File: src/rtl/prco_seq_ctrl.sv
// prco_seq_ctrl: multi-cycle instruction sequencer for the prco core.
// Steps fetch/decode/exec/resp/mem/wb, drives PC control and stage enables,
// and provides halt/resume, RAM-timeout error and retired-instruction count.
module prco_seq_ctrl #(
    parameter int unsigned P_RAM_TIMEOUT = 15,
    parameter int unsigned P_CNT_W       = 16
) (
    input  logic               i_clk,
    input  logic               i_rst,
    input  logic               i_run,
    input  logic               i_halt_req,
    input  logic               i_resume,
    input  logic               i_clr_err,
    input  logic               i_fetch_ack,
    input  logic               i_ram_ack,
    input  logic               i_alu_ce_reg,
    input  logic               i_alu_ce_ram,
    input  logic               i_alu_branch,
    output logic               q_ce_fetch,
    output logic               q_ce_dec,
    output logic               q_ce_alu,
    output logic               q_ce_wb,
    output logic               q_pc_load,
    output logic               q_pc_inc,
    output logic               q_halted,
    output logic               q_err,
    output logic [2:0]         q_state,
    output logic [P_CNT_W-1:0] q_instr_count
);

    typedef enum logic [2:0] {
        S_IDLE   = 3'd0,
        S_FETCH  = 3'd1,
        S_DECODE = 3'd2,
        S_EXEC   = 3'd3,
        S_RESP   = 3'd4,
        S_MEM    = 3'd5,
        S_WB     = 3'd6,
        S_HALT   = 3'd7
    } state_e;

    state_e               state_q, state_d;
    logic [7:0]           tmo_q, tmo_d;
    logic                 halt_pending_q, halt_pending_d;
    logic                 err_q, err_d;
    logic [P_CNT_W-1:0]   cnt_q, cnt_d;
    logic                 ce_fetch_q, ce_fetch_d;
    logic                 ce_dec_q, ce_dec_d;
    logic                 ce_alu_q, ce_alu_d;
    logic                 ce_wb_q, ce_wb_d;
    logic                 pc_load_q, pc_load_d;
    logic                 pc_inc_q, pc_inc_d;
    logic                 halted_q, halted_d;
    logic                 retire;
    state_e               boundary;

    // State register and registered outputs.
    always_ff @(posedge i_clk or posedge i_rst) begin
        if (i_rst) begin
            state_q        <= S_IDLE;
            tmo_q          <= '0;
            halt_pending_q <= 1'b0;
            err_q          <= 1'b0;
            cnt_q          <= '0;
            ce_fetch_q     <= 1'b0;
            ce_dec_q       <= 1'b0;
            ce_alu_q       <= 1'b0;
            ce_wb_q        <= 1'b0;
            pc_load_q      <= 1'b0;
            pc_inc_q       <= 1'b0;
            halted_q       <= 1'b0;
        end else begin
            state_q        <= state_d;
            tmo_q          <= tmo_d;
            halt_pending_q <= halt_pending_d;
            err_q          <= err_d;
            cnt_q          <= cnt_d;
            ce_fetch_q     <= ce_fetch_d;
            ce_dec_q       <= ce_dec_d;
            ce_alu_q       <= ce_alu_d;
            ce_wb_q        <= ce_wb_d;
            pc_load_q      <= pc_load_d;
            pc_inc_q       <= pc_inc_d;
            halted_q       <= halted_d;
        end
    end

    // Next-state, timeout, error, halt-pending and retire-count logic.
    always_comb begin
        state_d  = state_q;
        tmo_d    = tmo_q;
        err_d    = err_q;
        retire   = 1'b0;
        // A request arriving in the boundary cycle itself is honoured too.
        if (halt_pending_q || i_halt_req) begin
            boundary = S_HALT;
        end else if (i_run) begin
            boundary = S_FETCH;
        end else begin
            boundary = S_IDLE;
        end

        unique case (state_q)
            S_IDLE: begin
                if (i_halt_req) begin
                    state_d = S_HALT;
                end else if (i_run) begin
                    state_d = S_FETCH;
                end
            end
            S_FETCH: begin
                if (i_fetch_ack) begin
                    state_d = S_DECODE;
                end
            end
            S_DECODE: state_d = S_EXEC;
            S_EXEC:   state_d = S_RESP;
            S_RESP: begin
                if (i_alu_branch) begin
                    retire  = 1'b1;
                    state_d = boundary;
                end else if (i_alu_ce_ram) begin
                    tmo_d   = '0;
                    state_d = S_MEM;
                end else if (i_alu_ce_reg) begin
                    state_d = S_WB;
                end else begin
                    err_d   = 1'b1;
                    state_d = S_HALT;
                end
            end
            S_MEM: begin
                if (i_ram_ack) begin
                    state_d = S_WB;
                end else if (tmo_q == 8'(P_RAM_TIMEOUT - 1)) begin
                    err_d   = 1'b1;
                    state_d = S_HALT;
                end else begin
                    tmo_d = tmo_q + 8'd1;
                end
            end
            S_WB: begin
                retire  = 1'b1;
                state_d = boundary;
            end
            S_HALT: begin
                if (i_clr_err) begin
                    err_d   = 1'b0;
                    state_d = S_IDLE;
                end else if (i_resume && !err_q) begin
                    state_d = S_FETCH;
                end
            end
            default: state_d = S_IDLE;
        endcase

        cnt_d = retire ? cnt_q + P_CNT_W'(1) : cnt_q;

        // Any entry into HALT satisfies an outstanding halt request.
        halt_pending_d = halt_pending_q | (i_halt_req && (state_q != S_HALT));
        if (state_d == S_HALT) begin
            halt_pending_d = 1'b0;
        end
    end

    // Pulse outputs: high for the first cycle spent in the issuing state.
    always_comb begin
        ce_fetch_d = (state_d == S_FETCH) && (state_q != S_FETCH);
        ce_dec_d   = (state_d == S_DECODE);
        ce_alu_d   = (state_d == S_EXEC);
        ce_wb_d    = (state_d == S_WB);
        pc_inc_d   = (state_d == S_WB);
        pc_load_d  = (state_q == S_RESP) && i_alu_branch;
        halted_d   = (state_d == S_HALT);
    end

    assign q_ce_fetch    = ce_fetch_q;
    assign q_ce_dec      = ce_dec_q;
    assign q_ce_alu      = ce_alu_q;
    assign q_ce_wb       = ce_wb_q;
    assign q_pc_load     = pc_load_q;
    assign q_pc_inc      = pc_inc_q;
    assign q_halted      = halted_q;
    assign q_err         = err_q;
    assign q_state       = state_q;
    assign q_instr_count = cnt_q;

endmodule

File: config.mk
export PLATFORM = sky130hd
export DESIGN_NAME = prco_seq_ctrl
export DESIGN_NICKNAME = d
export VERILOG_FILES = /design/src/rtl/prco_seq_ctrl.sv
export SDC_FILE = /design/constraint.sdc
export NUM_CORES = 1
export LEC_CHECK = 0
export CORE_MARGIN = 8
export CORE_UTILIZATION = 51
export DETAILED_ROUTE_END_ITERATION = 16
export GPL_TIMING_DRIVEN = 0
export PLACE_DENSITY = 0.77
export SYNTH_ARGS = -nofsm -noshare
export SYNTH_HDL_FRONTEND = slang
export SYNTH_SLANG_ARGS = --single-unit
File: constraint.sdc
create_clock -name i_clk -period 2.05 [get_ports i_clk]
set_input_delay 0.205 -clock i_clk [delete_from_list [all_inputs] [get_ports i_clk]]
set_output_delay 0.205 -clock i_clk [all_outputs]
set_load 0.1 [all_outputs]
## Word level (Yosys, flattened, before mapping)

Index checks and enable logic that the tools add are counted.

- Register bits: 35
- Input port bits: 11
- Output and inout port bits: 27

- Add/sub/neg operators: 2
- Equal/unequal tests: 23
- Mux-type cells: 28
- Bitwise gates (word level): 1
- Reductions and logical operators: 11

Operators with widths:

| operator | number |
|---|---|
| 8-bit two-way mux | 4 |
| 3-bit two-way mux | 9 |
| 3-bit one-hot mux with 8 select lines | 1 |
| 3-bit equality test (second input constant) | 6 |
| 16-bit by 1-bit adder with 16-bit output (second input constant) | 1 |
| 2-bit != test (second input constant) | 8 |
| 8-bit one-hot mux with 2 select lines | 1 |
| 3-bit by 2-bit equality test with 1-bit output (second input constant) | 4 |
| 1-bit two-way mux | 10 |
| 8-bit by 1-bit adder with 8-bit output (second input constant) | 1 |
| 8-bit by 4-bit equality test with 1-bit output (second input constant) | 1 |
| 7-bit AND reduction | 1 |
| 3-bit by 1-bit equality test with 1-bit output (second input constant) | 2 |
| 5-bit AND reduction | 1 |
| 1-bit logical AND | 4 |
| 3-bit zero test | 1 |
| 3-bit by 1-bit != test with 1-bit output (second input constant) | 1 |
| 3-bit != test (second input constant) | 1 |
| 1-bit one-hot mux with 3 select lines | 1 |
| 3-bit nonzero test | 1 |
| 2-bit two-way mux | 1 |
| 1-bit one-hot mux with 2 select lines | 1 |
| 2-bit nonzero test | 1 |
| 1-bit zero test | 1 |
| 2 further kinds | 2 |

## Longest topological paths before layout

- Word-level depth: 7
- Gate-level depth with buffers: 6
- Gate-level depth less buffers: 6

## Least setup slack after synthesis

No wires, ideal clock.

- Kind: register -> register
- Start point: reg state_q[2], in the netlist q_state[2]
- End point: reg halt_pending_q
- Arrival time: 2314 ps
- Setup slack: -388 ps
- Stages on the path, launching flop included: 7
- Buffers on the path: 1
- Clock period less this slack: 2438 ps
- Cells stage by stage: dfrtp_1 -> buf_4 -> or3b_1 -> a211oi_1 -> o31ai_1 -> o311a_1 -> o31a_1

- Word-level cells in the longest chain between the ends: 5
- Elaborated cells on any way between the ends: 21

Ends and longest elaborated chain:

| item | RTL line | text |
|---|---|---|
| from (decl) | 42 | `state_e state_q, state_d;` |
| from (signal assigned) | 73 | `state_q <= state_d;` |
| 3-bit two-way mux (on tied branches) | 150, 107, 135 |  |
| 3-bit two-way mux (on tied branches) | 147, 105, 133 |  |
| 3-bit one-hot mux with 8 select lines | 103 | `unique case (state_q)` |
| 3-bit equality test | 161 | `if (state_d == S_HALT) begin` |
| 1-bit two-way mux * | 161 |  |
| net halt_pending_d | 44 | `logic halt_pending_q, halt_pending_d;` |
| to (signal assigned) | 75 | `halt_pending_q <= halt_pending_d;` |
| to (decl) | 44 |  |

Mark *: on every way through the listed nets, which the timed path passes. The rest lies on a longest branch.
A chain may end at the register's enable or synchronous reset.

## Final worst setup path

- Start point: reg halted_q, in the netlist q_halted
- End point: out q_halted

RTL lines:

| item | RTL line | text |
|---|---|---|
| from (decl) | 53 | `logic halted_q, halted_d;` |
| from (signal assigned) | 84 | `halted_q <= halted_d;` |
| to (decl) | 25 | `output logic q_halted,` |

No word-level cell between the ends.

==> impl_metrics.env <==
export IMPL_drt_iter0_drc=96
export IMPL_drtPass1Iterations=4
export IMPL_pwr_share_clk_pct=11.9
export IMPL_powerDensity_nw_per_um2=1560
export IMPL_netlist_area_um2=1839
export IMPL_synthFlopType="dfrtp_1"
export IMPL_p_switching_mw=2.037
export IMPL_root_buffer="clkbuf_4"
export IMPL_clk_path_buf_depth=2
export IMPL_synth_top_area_share_pct=47.62
export IMPL_finClkSkew_ns=0.009693
export IMPL_portBuffers=36
export IMPL_period_needed_ns=1.998
export IMPL_synth_seq_cells=35
export IMPL_fp_coreArea_um2=3551
export IMPL_syn_instance_count=190
export IMPL_viasPerCell=5.504
export IMPL_status="finished, final reports clean"
export IMPL_slew_headroom_pct=35.20
export IMPL_yosys_warnings=0
export IMPL_setup_viol=0
export IMPL_drc=0
export IMPL_rsz0062_at_grt="false"
export IMPL_max_freq_ghz=0.5005
export IMPL_slew_violations=0
export IMPL_synth_edf_count=0
export IMPL_h_tree_depth=2
export IMPL_setup_slack_ns=0.05190
export IMPL_synth_common_cells="dfrtp_1, nor2_1, nand2_1, nand3_1, xnor2_1"
export IMPL_p_leak_nw=1.119
export IMPL_comb_power_share_pct=59.3
export IMPL_die_w_um=76.06
export IMPL_utilization_pct=66.10
export IMPL_ys_seq_area_share_pct=47.62
export IMPL_routed_wl_um=4123
export IMPL_crit_family="buffers and inverters"
export IMPL_grt_ovfl_total=0
export IMPL_switching_share_pct=55.62
export IMPL_pin_count=38
export IMPL_num_fill_cells=292
export IMPL_tightest_slew_ns=0.9704
export IMPL_vdd_drop_max_v=0.0008524
export IMPL_rows=22
export IMPL_clk_latency_ns=0.34
export IMPL_num_vias=1552
export IMPL_drive_gt1_share_pct=14.10
export IMPL_place_congestion=0.8081
export IMPL_finalHoldViolations=0
export IMPL_end_kind="primary output"
export IMPL_syn2layout_area_growth_pct=27.62
export IMPL_antenna_found_initial=0
export IMPL_place_ws_ns=-0.1371
export IMPL_die_height_um=76.06
export IMPL_grt_pass1_vias=1534
export IMPL_grt_first_pass_wirelength_um=7320
export IMPL_die_area_um2=5784
export IMPL_synth_nets=204
export IMPL_antenna_left=0
export IMPL_path_max_fanout=1
export IMPL_synth_area_leaders="dfrtp_1, xnor2_1, xor2_1"
export IMPL_crit_required_ns=1.85
export IMPL_grt_max_degree=36
export IMPL_synth_most_common_cell="dfrtp_1"
export IMPL_maxCapViolations=0
export IMPL_cts_tree="built"
export IMPL_crit_path_max_incr_delay_ns=1.12
export IMPL_hp_class="input pin to async pin"
export IMPL_numCtsBuffers=5
export IMPL_p_seq_share_pct=28.8
export IMPL_p_int_mw=1.626
export IMPL_largest_register_ffs=16
export IMPL_nets=247
export IMPL_clk_pin_slew_ns=0.11
export IMPL_crit_chain="clkdlybuf4s50_1"
export IMPL_post_synth_cell_area_avg_um2=9.680
export IMPL_antenna_cells=0
export IMPL_grt_usage_pct=15.07
export IMPL_crit_type="register to primary output"
export IMPL_arrival_ns=1.79
export IMPL_cts_sinks=35
export IMPL_synth_largest_area_cell="dfrtp_1"
export IMPL_dp_hpwl_um=3044
export IMPL_initial_utilization_pct=51.80
export IMPL_worst_setup_path_start_kind="register"
export IMPL_async_flop_share_pct=100.0
export IMPL_finalCritPeriodShare_pct=97.47
export IMPL_wire_per_inst_um=14.62
export IMPL_synth_distinct_cells=46
export IMPL_crit_buf_inv=1
export IMPL_critPathSlowestCell="clkdlybuf4s50_1"
metrics by stage:
stage / cell area [um^2] / hold WS, ns / setup TNS, ns / total power, mW / cells
2_1_floorplan: 1857 / 0.3544 / -0.005425 / 2.794 / 190
3_3_place_gp: 2277 / 0.4620 / -0.6669 / 3.295 / 274
3_5_place_dp: 2277 / 0.4648 / -0.7571 / 3.319 / 274
4_1_cts: 2321 / 0.3543 / 0 / 3.675 / 282
5_1_grt: 2347 / 0.3408 / 0 / 3.879 / 282
6_report: 2347 / 0.2885 / 0 / 3.663 / 282
routing by layer:
layer / vias up / part of all wire [%] / global-route usage (%)
met4: 0 / 1.1 / 4.808
met2: 43 / 51 / 25.11
met1: 744 / 42 / 17.54
li1: 760 / - / -
met5: - / 0 / 0
met3: 5 / 5.8 / 5.425
cell type report:
class                           count  area [um^2]  area share (%)
Buffer                              8        41.29           1.759
Clock buffer                        7        65.06           2.772
Clock inverter                      1        7.507          0.3198
Inverter                            7        26.28           1.119
Multi-Input combinational cell    140        914.6           38.97
Sequential cell                    35        893.4           38.06
Tap cell                           48        60.06           2.559
Timing Repair Buffer               36        339.1           14.45
final timing paths:
| path | to | cells after the start | startpoint | slack, ns |
|---|---|---|---|---|
| hold reg to reg | q_instr_count[15]$_DFFE_PP0P_ | 1 | q_instr_count[15]$_DFFE_PP0P_ | 0.47 |
| hold / removal | q_instr_count[11]$_DFFE_PP0P_ | 2 | i_rst | 0.29 |
| min in group i_clk | q_state[2]$_DFF_PP0_ | 3 | i_halt_req | 0.36 |
| setup reg to reg | halt_pending_q$_DFF_PP0_ | 6 | q_state[2]$_DFF_PP0_ | 0.12 |
| max in group asynchronous | q_state[2]$_DFF_PP0_ | 2 | i_rst | 1.23 |
| setup / recovery | q_halted | 1 | q_halted$_DFF_PP0_ | 0.05 |
power by group through the flow:
stage / registers, mW / clock network [mW] / logic (mW)
6_report: 1.06 / 0.436 / 2.17
5_1_grt: 1.09 / 0.480 / 2.31
4_1_cts: 1.06 / 0.450 / 2.17
3_5_place_dp: 1.08 / 0 / 2.24
3_3_place_gp: 1.07 / 0 / 2.23
2_1_floorplan: 2.03 / 0 / 0.768
placed cells by master (no fill, tap or decap), types with 6 or more instances in the layout:
cell,synthesis,final
and3_1,6,6
clkdlybuf4s50_1,0,10
dfrtp_1,35,25
dfrtp_2,0,8
dlygate4sd2_1,0,23
inv_1,7,6
nand2_1,13,13
nand3_1,13,13
nor2_1,18,18
o21ai_0,6,6
xnor2_1,10,10
xor2_1,9,9
kinds of logic (layout without fill, tap and decap cells):
kind of cell | after synthesis | in the layout | synth area share, %
xor gates and xnor gates | 19 | 19 | 9.048
DFF | 35 | 35 | 47.62
adders and majority gates | 3 | 3 | 2.041
and+or+nand+nor | 87 | 87 | 25.31
muxes | 2 | 2 | 1.156
buffers and inverters | 15 | 59 | 3.605
AOI/OAI and AO/OA | 29 | 29 | 11.23
timing repair:
action                     4_1_cts  5_1_grt
setup buffers                    0        0
hold buffers                     0        0
hold endpoints to repair         0        0
pin swaps                        0        1
gates resized for setup         23        8
setup endpoints to repair       23        6
Note: power is estimated with default switching activity, not from simulation.
